`src/rtl/multicycle_controller.sv`:
```
// Multi-cycle control unit: owns the instruction register and sequences each
// instruction through FETCH/DECODE/EXEC/MEM/WB using req/ack memory handshakes.
module multicycle_controller #(
    parameter int INSTR_W   = 16,
    parameter int OPC_W     = 4,
    parameter int ALU_CMD_W = 3,
    parameter int CNT_W     = 16
) (
    input  logic                 clk,
    input  logic                 rst,
    input  logic [INSTR_W-1:0]   imem_rdata,
    input  logic                 imem_ack,
    input  logic                 dmem_ack,
    input  logic                 zero,
    output logic                 imem_req,
    output logic                 dmem_req,
    output logic                 dmem_we,
    output logic [INSTR_W-1:0]   ir,
    output logic [ALU_CMD_W-1:0] alu_cmd,
    output logic                 alu_src_imm,
    output logic                 rf_wr_en,
    output logic                 wb_sel_mem,
    output logic                 pc_en,
    output logic [1:0]           pc_sel,
    output logic                 illegal,
    output logic [CNT_W-1:0]     retired,
    output logic                 busy
);

    typedef enum logic [2:0] {
        S_FETCH  = 3'd0,
        S_DECODE = 3'd1,
        S_EXEC   = 3'd2,
        S_MEM    = 3'd3,
        S_WB     = 3'd4
    } state_t;

    localparam logic [OPC_W-1:0] OP_NOP     = OPC_W'(0);
    localparam logic [OPC_W-1:0] OP_ALU_LO  = OPC_W'(1);
    localparam logic [OPC_W-1:0] OP_ALU_HI  = OPC_W'(8);
    localparam logic [OPC_W-1:0] OP_LW      = OPC_W'(9);
    localparam logic [OPC_W-1:0] OP_SW      = OPC_W'(10);
    localparam logic [OPC_W-1:0] OP_BEQ     = OPC_W'(11);
    localparam logic [OPC_W-1:0] OP_JMP     = OPC_W'(12);

    localparam logic [1:0] PC_NEXT   = 2'b00;
    localparam logic [1:0] PC_BRANCH = 2'b01;
    localparam logic [1:0] PC_JUMP   = 2'b10;

    state_t               state_reg, state_next;
    logic [INSTR_W-1:0]   ir_reg;
    logic                 illegal_reg;
    logic [CNT_W-1:0]     retired_reg;

    logic [OPC_W-1:0]     opcode;
    logic                 is_nop, is_alu, is_lw, is_sw, is_beq, is_jmp, is_illegal;

    assign opcode     = ir_reg[INSTR_W-1 -: OPC_W];
    assign is_nop     = (opcode == OP_NOP);
    assign is_alu     = (opcode >= OP_ALU_LO) && (opcode <= OP_ALU_HI);
    assign is_lw      = (opcode == OP_LW);
    assign is_sw      = (opcode == OP_SW);
    assign is_beq     = (opcode == OP_BEQ);
    assign is_jmp     = (opcode == OP_JMP);
    assign is_illegal = (opcode > OP_JMP);

    // ALU command follows ir in every state, not only during EXEC.
    always_comb begin
        alu_cmd = {ALU_CMD_W{1'b1}};
        if (is_alu) begin
            alu_cmd = ALU_CMD_W'(opcode - OP_ALU_LO);
        end else if (is_lw || is_sw || is_beq) begin
            alu_cmd = '0;
        end
    end

    always_comb begin
        state_next  = state_reg;
        imem_req    = 1'b0;
        dmem_req    = 1'b0;
        dmem_we     = 1'b0;
        alu_src_imm = 1'b0;
        rf_wr_en    = 1'b0;
        wb_sel_mem  = 1'b0;
        pc_en       = 1'b0;
        pc_sel      = PC_NEXT;

        case (state_reg)
            S_FETCH: begin
                imem_req = 1'b1;
                if (imem_ack) begin
                    state_next = S_DECODE;
                end
            end
            S_DECODE: begin
                if (is_alu || is_lw || is_sw || is_beq) begin
                    state_next = S_EXEC;
                end else begin
                    // NOP, JMP and illegal opcodes all retire here
                    pc_en      = 1'b1;
                    pc_sel     = is_jmp ? PC_JUMP : PC_NEXT;
                    state_next = S_FETCH;
                end
            end
            S_EXEC: begin
                alu_src_imm = is_lw || is_sw;
                if (is_beq) begin
                    pc_en      = 1'b1;
                    pc_sel     = zero ? PC_BRANCH : PC_NEXT;
                    state_next = S_FETCH;
                end else if (is_alu) begin
                    state_next = S_WB;
                end else begin
                    state_next = S_MEM;
                end
            end
            S_MEM: begin
                dmem_req = 1'b1;
                dmem_we  = is_sw;
                if (dmem_ack) begin
                    if (is_lw) begin
                        state_next = S_WB;
                    end else begin
                        pc_en      = 1'b1;
                        state_next = S_FETCH;
                    end
                end
            end
            S_WB: begin
                rf_wr_en   = 1'b1;
                wb_sel_mem = is_lw;
                pc_en      = 1'b1;
                state_next = S_FETCH;
            end
            default: begin
                state_next = S_FETCH;
            end
        endcase

        // Keep every strobe quiet while reset is being applied.
        if (rst) begin
            state_next  = S_FETCH;
            imem_req    = 1'b0;
            dmem_req    = 1'b0;
            dmem_we     = 1'b0;
            alu_src_imm = 1'b0;
            rf_wr_en    = 1'b0;
            wb_sel_mem  = 1'b0;
            pc_en       = 1'b0;
            pc_sel      = PC_NEXT;
        end
    end

    always_ff @(posedge clk) begin
        if (rst) begin
            state_reg   <= S_FETCH;
            ir_reg      <= '0;
            illegal_reg <= 1'b0;
            retired_reg <= '0;
        end else begin
            state_reg <= state_next;
            if (state_reg == S_FETCH && imem_ack) begin
                ir_reg <= imem_rdata;
            end
            if (state_reg == S_DECODE && is_illegal) begin
                illegal_reg <= 1'b1;
            end
            if (pc_en) begin
                retired_reg <= retired_reg + CNT_W'(1);
            end
        end
    end

    assign ir      = ir_reg;
    assign illegal = illegal_reg;
    assign retired = retired_reg;
    assign busy    = (state_reg != S_FETCH);

endmodule

```
`config.mk`:
```
export PLATFORM = sky130hd
export DESIGN_NAME = multicycle_controller
export DESIGN_NICKNAME = d
export VERILOG_FILES = /design/src/rtl/multicycle_controller.sv
export SDC_FILE = /design/constraint.sdc
export NUM_CORES = 1
export LEC_CHECK = 0
export BUFFER_PORTS_ARGS = -buffer_cell sky130_fd_sc_hd__buf_2
export CAP_MARGIN = 20
export CORE_UTILIZATION = 39
export DETAILED_ROUTE_END_ITERATION = 6
export GPL_ROUTABILITY_DRIVEN = 0
export MAX_ROUTING_LAYER = met4
export PLACE_DENSITY = 0.64
export RECOVER_POWER = 25
export SETUP_SLACK_MARGIN = 0.02
export SLEW_MARGIN = 15
export SYNTH_ARGS = -nofsm -noshare
export SYNTH_HDL_FRONTEND = slang
export SYNTH_SLANG_ARGS = --single-unit
```
`constraint.sdc`:
```
create_clock -name clk -period 2.5 [get_ports clk]
set_input_delay 0 -clock clk [delete_from_list [all_inputs] [get_ports clk]]
set_output_delay 0 -clock clk [all_outputs]
set_load 0.1 [all_outputs]
```
After elaboration in Yosys (flattened, before gate mapping)
Index checks and enable logic that the tools add are counted.

word-level totals
  flip-flop bits (word level) = 36
  bits in latches = 0
  RAM bits = 0
  bits in read-only memories = 0
  output and inout port bits = 46
  memories = 0

cells by class
  $add $sub $neg = 2
  $mul = 0
  div/mod/pow operators = 0
  magnitude comparators = 3
  eq/ne operators = 10
  shifts and indexed selects = 0
  multiplexer cells = 33
  bitwise logic cells = 0
  reductions and logical operators = 11

operator list
  cell                                                                count
  two-way mux 3 bit                                                   7
  two-way mux 1 bit                                                   19
  adder 16 x 1 -> 16 bit (second input constant)                      1
  equality test 4 bit (second input constant)                         4
  one-hot mux 3 bit (4 select lines)                                  1
  two-way mux 2 bit                                                   4
  equality test 3 x 2 -> 1 bit (second input constant)                2
  logical OR 1 bit                                                    5
  greater-or-equal comparator 4 x 1 -> 1 bit (second input constant)  1
  > comparator 4 bit (second input constant)                          1
  <= comparator 4 bit (second input constant)                         1
  inequality test 2 bit (second input constant)                       2
  one-hot mux 1 bit (4 select lines)                                  1
  one-hot mux 2 bit (2 select lines)                                  1
  equality test 3 x 1 -> 1 bit (second input constant)                1
  equality test 3 bit (second input constant)                         1
  logical AND 1 bit                                                   3
  logical NOT 3 bit                                                   1
  nonzero test 3 bit                                                  1
  subtractor 3 x 1 -> 3 bit (second input constant)                   1
  AND reduction 2 bit                                                 1

Logic depth before layout (Yosys ltp)
Gate-level depths: netlist of the first run.

  word-level depth = 8
  gate-level depth with buffers = 9
  gate-level depth less buffers = 7

Worst setup path before layout of the first run
No wires, ideal clock.

  path type = reg2out
  from = reg ir_reg[12] (netlist: ir[12])
  to = out wb_sel_mem
  arrival = 4.422 ns
  data required time = 2.500 ns
  path slack = -1.922 ns
  stages on the path, launching flop included = 4
  buffers on the path = 0
  cell sequence = dfxtp_1 ha_1 nand3b_1 nor4_1

on the way
  word-level cells in the longest chain between the ends = 3

RTL lines
  element                 line  source
  start, declared         51    logic [INSTR_W-1:0] ir_reg;
  start signal, assigned  163   ir_reg <= imem_rdata;
  equality test 4 bit     61    assign is_lw = (opcode == OP_LW);
  two-way mux 1 bit       88    case (state_reg)
  two-way mux 1 bit       141   if (rst) begin
  end, declared           22    output logic wb_sel_mem,

Every way passes these cells.

Final worst setup path of the first run
  from = reg ir_reg[13] (netlist: ir[13])
  to = reg retired_reg[14] (netlist: retired[14])

on the way
  word-level cells in the longest chain between the ends = 8
  elaborated cells on any way between the ends = 15
  those cells by class = order compare (2); eq/ne (3); mux (6); reduce/logical (4)

RTL lines
  element                                                                            line  source
  greater-or-equal comparator 4 x 1 -> 1 bit or <= comparator 4 bit (tied branches)  60    assign is_alu = (opcode >= OP_ALU_LO) && (opcode <= OP_ALU_HI);
  logical AND 1 bit                                                                  60
  logical OR 1 bit (3 in series)                                                     96    if (is_alu || is_lw || is_sw || is_beq) begin
  two-way mux 1 bit                                                                  96
  one-hot mux 1 bit (4 select lines) *                                               88
  two-way mux 1 bit *                                                                141
  end signal, assigned                                                               169   retired_reg <= retired_reg + CNT_W'(1);
  end, declared                                                                      53    logic [CNT_W-1:0] retired_reg;

Mark *: on every way between the ends. The rest lies on a longest branch, timed or not.
A chain may end at the register's enable or synchronous reset.

==> results of run 1 <==
==> layout make-up <==
cell class | instances | area, µm²
clock buffers | 6 | 93.8
inverters | 5 | 18.8
fillers | 406 | 1870
repair buffers | 84 | 483
clock inverters | 2 | 12.5
flip-flops and latches | 36 | 731
multi-input cells | 169 | 1080
well taps | 52 | 65.1
==> cells in the mapped netlist, types with 6 or more instances <==
library cell / number
dfxtp_1: 36
o21ai_0: 13
nand2_1: 44
nor2_1: 10
nand4_1: 7
or3_1: 8
a21oi_1: 31
or4_1: 6
clkbuf_1: 7
==> per-stage QoR <==
stage          power, µW  cells
2_1_floorplan       1080    222
3_3_place_gp        1160    329
5_1_grt             1720    354
6_report            1640    354
3_5_place_dp        1160    329
4_1_cts             1650    353
==> per-layer routing <==
layer	track usage (%)	up-vias
met3	5.09	2
li1	-	956
met5	-	-
met4	4.08	0
met1	23.0	833
met2	31.3	54
==> power breakdown <==
part | internal [µW] | total [µW] | leakage, µW | switching, µW
logic | 120 | 550 | 0.000636 | 431
registers | 599 | 625 | 0.000295 | 25.9
clock network | 255 | 464 | 0.0000523 | 209
==> what timing repair did <==
action,in CTS,in global routing
resized for setup,0,3
endpoints found under the setup margin,0,6
hold buffers,16,0
hold endpoints to repair,16,0
==> layout by cell type (no fill, tap or decap), types with 2 or more instances in the layout <==
master and instances:
dfxtp_4 2, nand4_1 7, o21ai_0 11, or3_1 8, buf_4 2, o21ai_2 2, inv_1 5, nor2_1 9
ha_1 5, dfxtp_2 2, nor3b_1 3, nor2b_1 3, nand2_1 44, or4_1 6, and3_1 3, and2_1 2
nand3b_1 2, nand3_1 5, a21oi_1 31, nor4_4 4, clkbuf_1 20, buf_2 45, dfxtp_1 32, dlygate4sd3_1 16
o31ai_1 5, nand2b_1 2, clkbuf_8 5
==> logic make-up (layout without fill, tap and decap cells) <==
| kind of cell | count (synthesis) | in the layout | share of synthesized area, % |
|---|---|---|---|
| AOI/OAI and AO/OA | 54 | 55 | 17.7 |
| xor gates and xnor gates | 1 | 1 | 0.493 |
| adders and majority gates | 5 | 5 | 3.52 |
| buffers and inverters | 18 | 97 | 4.79 |
| DFF | 36 | 36 | 40.5 |
| muxes | 1 | 1 | 0.563 |
| and+or+nand+nor | 107 | 107 | 32.4 |
==> final timing paths <==
path | start | end
max | ir[13] | retired[14]
min | dmem_ack | state_reg[2]
max reg2reg | ir[13] | retired[14]
min reg2reg | ir[8] | ir[8]
==> worst min-delay path, stage by stage <==
cell and delay (ps):
buf_2 120, nand2_1 60, o32a_1 140, nor3b_1 40
==> flow_metrics.py, run 1 <==
metrics = {
    "outcome": {
        "status": "finished clean",
    },
    "critical_path": {
        "crit_buf_inv": 1,
        "crit_chain": "inv_1 -> ha_1 -> nor4_4 -> a211oi_4 -> o221a_2 -> or4_1 -> a21oi_1",
        "slowest_delay_ps": 520,
        "cp.depth": 7,
        "cp-start-kind": "flip-flop",
        "critPathCaptureType": "flip-flop",
        "cpLargestDelayFamily": "simple AND/OR/NAND/NOR gates",
        "critical_path_peak_fanout": 15,
        "cp_slowest_cell": "or4_1",
        "rrSetupSlack_ps": 200,
        "path_class": "flip-flop to flip-flop",
        "crit_required_ps": 2710,
        "cp_data_arrival_time_ps": 2520,
        "reg2regPathDepth": 7,
    },
    "detailed_routing": {
        "dr.pass1.iters": 4,
        "drtAntennaViolNets": 0,
        "drtIter0Drc": 91,
        "wl_per_cell_um": 12.6,
        "drc": 0,
        "wl_met2_um": 2130,
        "via_per_inst": 5.21,
        "wl_um": 4460,
        "wl_met3_um": 223,
        "m1WireLength_um": 2100,
        "top_layer_used": "met4",
        "vias": 1845,
    },
    "floorplan": {
        "dieArea_um2": 4830,
        "die_w_um": 69.5,
        "start_util_pct": 40.8,
        "row_count": 24,
        "die-height_um": 69.5,
        "io_pins": 67,
        "fp.coreArea_um2": 4350,
    },
    "synth": {
        "syn_inst": 222,
        "synth-edff-count": 0,
        "ys_ff_latch": 36,
        "syn_area_per_cell_um2": 8.01,
        "syn_nets": 248,
        "yosysSeqAreaShare_pct": 40.5,
        "synth_cell_types": 37,
        "ys_warn_count": 0,
        "synthArstFlopShare_pct": 0,
        "yosysTopAreaCellShare_pct": 40.5,
        "netlist_area_um2": 1780,
        "synth_top_area_cell": "dfxtp_1",
        "synthTopCellsByArea": "dfxtp_1 41%, nand2_1 9.3%, a21oi_1 8.7%, o21ai_0 3.7%, ha_1 3.5%",
        "synth_flop_cell": "dfxtp_1",
    },
    "sta": {
        "hold_viol": 0,
        "tns_ps": 0,
        "relSlewSlack_pct": 22.1,
        "worst_pin_slew_ps": 1170,
        "finalSetupViolCount": 0,
        "whs_ps": 120,
        "fin_worst_skew_ps": 3.98,
        "rsz0062_at_grt": "no",
        "setup_ws_ps": 197,
        "fin_crit_ps": 2300,
        "slew_viol_final": 0,
        "period_share_pct": 92.1,
        "max_freq_ghz": 0.434,
    },
    "clocking": {
        "cts.clk_slew.worst_paths_ps": 70,
        "worstSkewPairLatency_ps": 290,
        "clock-root-buffer": "clkbuf_8",
        "h-tree-depth": 2,
        "tritoncts": "done",
        "cts_sinks": 36,
        "cts.path.max_buffers": 2,
        "cts_buffers": 5,
        "postCtsSetupRepairBufs": 0,
    },
    "final_layout": {
        "fin_util_pct": 57.2,
        "area_delta_synth_final_pct": 40.0,
        "n_antenna_cell": 0,
        "nets": 327,
        "fin_area_um2": 2490,
        "layout-drive-gt1-share_pct": 24.8,
    },
    "min_path": {
        "min_path_type": "input port to flip-flop",
        "holdPathStages": 4,
    },
    "power_and_ir_drop": {
        "p_leak_uw": 0.000983,
        "cellPowerDensity_nw_per_um2": 659,
        "ir_worst_vdd_mv": 0.458,
    },
    "global_routing": {
        "grt_max_degree": 37,
        "first_global_vias": 1644,
        "grt_first_pass_wirelength_um": 7310,
        "grt-ovfl-total": 0,
        "track_usage_pct": 18.9,
        "antenna_found_initial": 0,
    },
    "placed_design": {
        "place_ws_ps": 163,
        "dpl-instance-area_um2": 2220,
        "place_hpwl_um": 2900,
        "port-buffer-count": 66,
    },
    "job": {
        "maxCapViolCount": 0,
    },
}
(Power assumes the default switching activity.)
==> inputs of run 2 (changes only) <==
--- a/config.mk
+++ b/config.mk
@@ -13,6 +13,7 @@
 export MAX_ROUTING_LAYER = met4
 export PLACE_DENSITY = 0.64
 export RECOVER_POWER = 25
+export REMOVE_ABC_BUFFERS = 1
 export SETUP_SLACK_MARGIN = 0.02
 export SLEW_MARGIN = 15
 export SYNTH_ARGS = -nofsm -noshare
==> run 2 against run 1 <==
Compared with the run above: hold slack worse by 14 ps; non-clock buffer count decreased by 1; sequential share of layout area grew 1.0 points; clock skew grew 4.9 ps; sequential power about the same; critical endpoint is now retired[5]; highest routed layer unchanged; flip-flop and latch count unchanged; cell count shrank 0.28%; global-route usage increased by 0.87 points; total power shrank 3.7%.
==> flow_metrics.py, run 2 (synthesis gave the netlist of run 1 again) <==
metrics = {
    "outcome": {
        "status": "finished clean",
    },
    "sta": {
        "rsz0062_at_grt": "no",
        "tns_ps": 0,
        "finalSetupViolCount": 0,
        "max_freq_ghz": 0.430,
        "fin_crit_ps": 2320,
        "slew_viol_final": 0,
        "fin_worst_skew_ps": 8.84,
        "period_share_pct": 92.9,
        "hold_viol": 0,
        "relSlewSlack_pct": 21.5,
        "worst_pin_slew_ps": 1180,
    },
    "clocking": {
        "postCtsSetupRepairBufs": 0,
        "tritoncts": "done",
        "clock-root-buffer": "clkbuf_8",
        "cts.path.max_buffers": 2,
        "worstSkewPairLatency_ps": 290,
        "cts_sinks": 36,
        "cts.clk_slew.worst_paths_ps": 80,
        "cts_buffers": 5,
        "h-tree-depth": 2,
    },
    "floorplan": {
        "die_w_um": 69.5,
        "fp.coreArea_um2": 4350,
        "die-height_um": 69.5,
        "row_count": 24,
        "start_util_pct": 40.8,
        "io_pins": 67,
        "dieArea_um2": 4830,
    },
    "power_and_ir_drop": {
        "pwr-share-seq_pct": 39.5,
        "total_power_uw": 1580,
        "p_sw_uw": 670,
        "cellPowerDensity_nw_per_um2": 666,
        "p_leak_uw": 0.000941,
        "ir_worst_vdd_mv": 0.478,
        "p_comb_share_pct": 34.1,
        "p_int_uw": 910,
        "clockPowerShare_pct": 26.4,
        "switching_share_pct": 42.4,
    },
    "detailed_routing": {
        "dr.pass1.iters": 5,
        "wl_um": 4680,
        "wl_per_cell_um": 13.3,
        "drc": 0,
        "drtIter0Drc": 154,
        "via_per_inst": 5.30,
        "drtAntennaViolNets": 0,
        "vias": 1872,
    },
    "critical_path": {
        "critical_path.startpoint": "ir[12]",
        "crit_chain": "inv_1 -> ha_1 -> nor4_4 -> a211oi_4 -> o221a_4 -> or4_1 -> a21oi_1",
        "path_class": "flip-flop to flip-flop",
        "crit_buf_inv": 1,
        "slowest_delay_ps": 510,
        "cp-start-kind": "flip-flop",
        "cp_data_arrival_time_ps": 2530,
        "critPathCaptureType": "flip-flop",
        "cp_slowest_cell": "or4_1",
        "crit_required_ps": 2710,
        "cpLargestDelayFamily": "simple AND/OR/NAND/NOR gates",
        "critical_path_peak_fanout": 16,
        "r2r-start": "ir[12]",
    },
    "final_layout": {
        "area_delta_synth_final_pct": 33.4,
        "num-fill-cells": 447,
        "nets": 326,
        "mostFrequentLayoutCells": "45 x buf_2, 44 x nand2_1, 36 x dfxtp_1, 31 x a21oi_1, 20 x clkbuf_1",
        "final_common_cell": "buf_2",
        "fin_area_um2": 2370,
        "layout-drive-gt1-share_pct": 20.3,
        "n_antenna_cell": 0,
    },
    "global_routing": {
        "grt_max_degree": 47,
        "first_global_vias": 1690,
        "grt-ovfl-total": 0,
        "antenna_found_initial": 0,
        "track_usage_pct": 19.8,
        "grt_first_pass_wirelength_um": 7640,
    },
    "placed_design": {
        "place_hpwl_um": 2820,
        "port-buffer-count": 66,
        "dpl-instance-area_um2": 2110,
    },
    "job": {
        "maxCapViolCount": 0,
    },
    "min_path": {
        "min_path_type": "input port to flip-flop",
        "hp-start": "dmem_ack",
    },
}
run 2: changes by cell type in the layout (fill, tap and decap cells not counted), moves of 2 or more:
| cell | previous run | this run |
|---|---|---|
| dfxtp_1 | 32 | 36 |
| o21ai_2 | 2 | 0 |
| dfxtp_2 | 2 | 0 |
| nor4_1 | 0 | 3 |
| nor4_4 | 4 | 1 |
| o21ai_0 | 11 | 13 |
| dfxtp_4 | 2 | 0 |
run 2: what timing repair did:
item | CTS | global route
gates cloned | 0 | 1
hold buffers | 16 | 0
pin swaps | 0 | 2
endpoints found under the hold margin | 16 | 0
gates resized for setup | 1 | 2
setup endpoints to repair | 1 | 6
run 2: worst paths after layout:
path / to / slack, ps / depth (start not counted)
worst max-delay path: retired[5] / 180 / 7
worst min-delay path: state_reg[2] / 110 / 4
worst max register to register: retired[5] / 180 / 7
worst min register to register: ir[7] / 460 / 2
run 2: metal layers:
metal / global-route usage, % / part of all wire (%) / vias to the layer above
li1: - / - / 951
met1: 23.6 / 45 / 867
met2: 33.2 / 49 / 49
met3: 4.51 / 4.5 / 5
met4: 5.67 / 0.83 / 0
met5: - / 0 / -
run 2: cell type report:
type	instances	area [µm²]	area share, %
Clock inverter	3	23.8	1.00
Tap cell	52	65.1	2.74
Multi-Input combinational cell	169	1000	42.1
Sequential cell	36	721	30.4
Timing Repair Buffer	83	475	20.0
Clock buffer	5	68.8	2.90
Inverter	5	18.8	0.791
run 2: power by group through the flow:
stage               sequential, µW  combinational [µW]  clock (µW)
detailed placement             637                 505           0
global route                   629                 569         462
CTS                            624                 525         433
finish                         624                 538         417
global placement               636                 502           0
floorplan                      796                 245           0
run 2: worst reg2reg max path: stages, from the launching register on:
cell and delay (ps):
dfxtp_1 420, inv_1 90, ha_1 290, nor4_4 320
a211oi_4 140, o221a_4 330, or4_1 520, a21oi_1 140
run 2: through the flow:
step / util (%) / instances / setup WS (ps) / hold slack, ps
after floorplan: - / 209 / -1960 / 69.1
after global placement: 48.6 / 328 / 188 / 242
after detailed placement: 48.6 / 328 / 140 / 248
after CTS: 54.4 / 352 / 113 / 96.2
after global routing: 54.5 / 353 / 27.9 / 124
final: 54.5 / 353 / 177 / 107
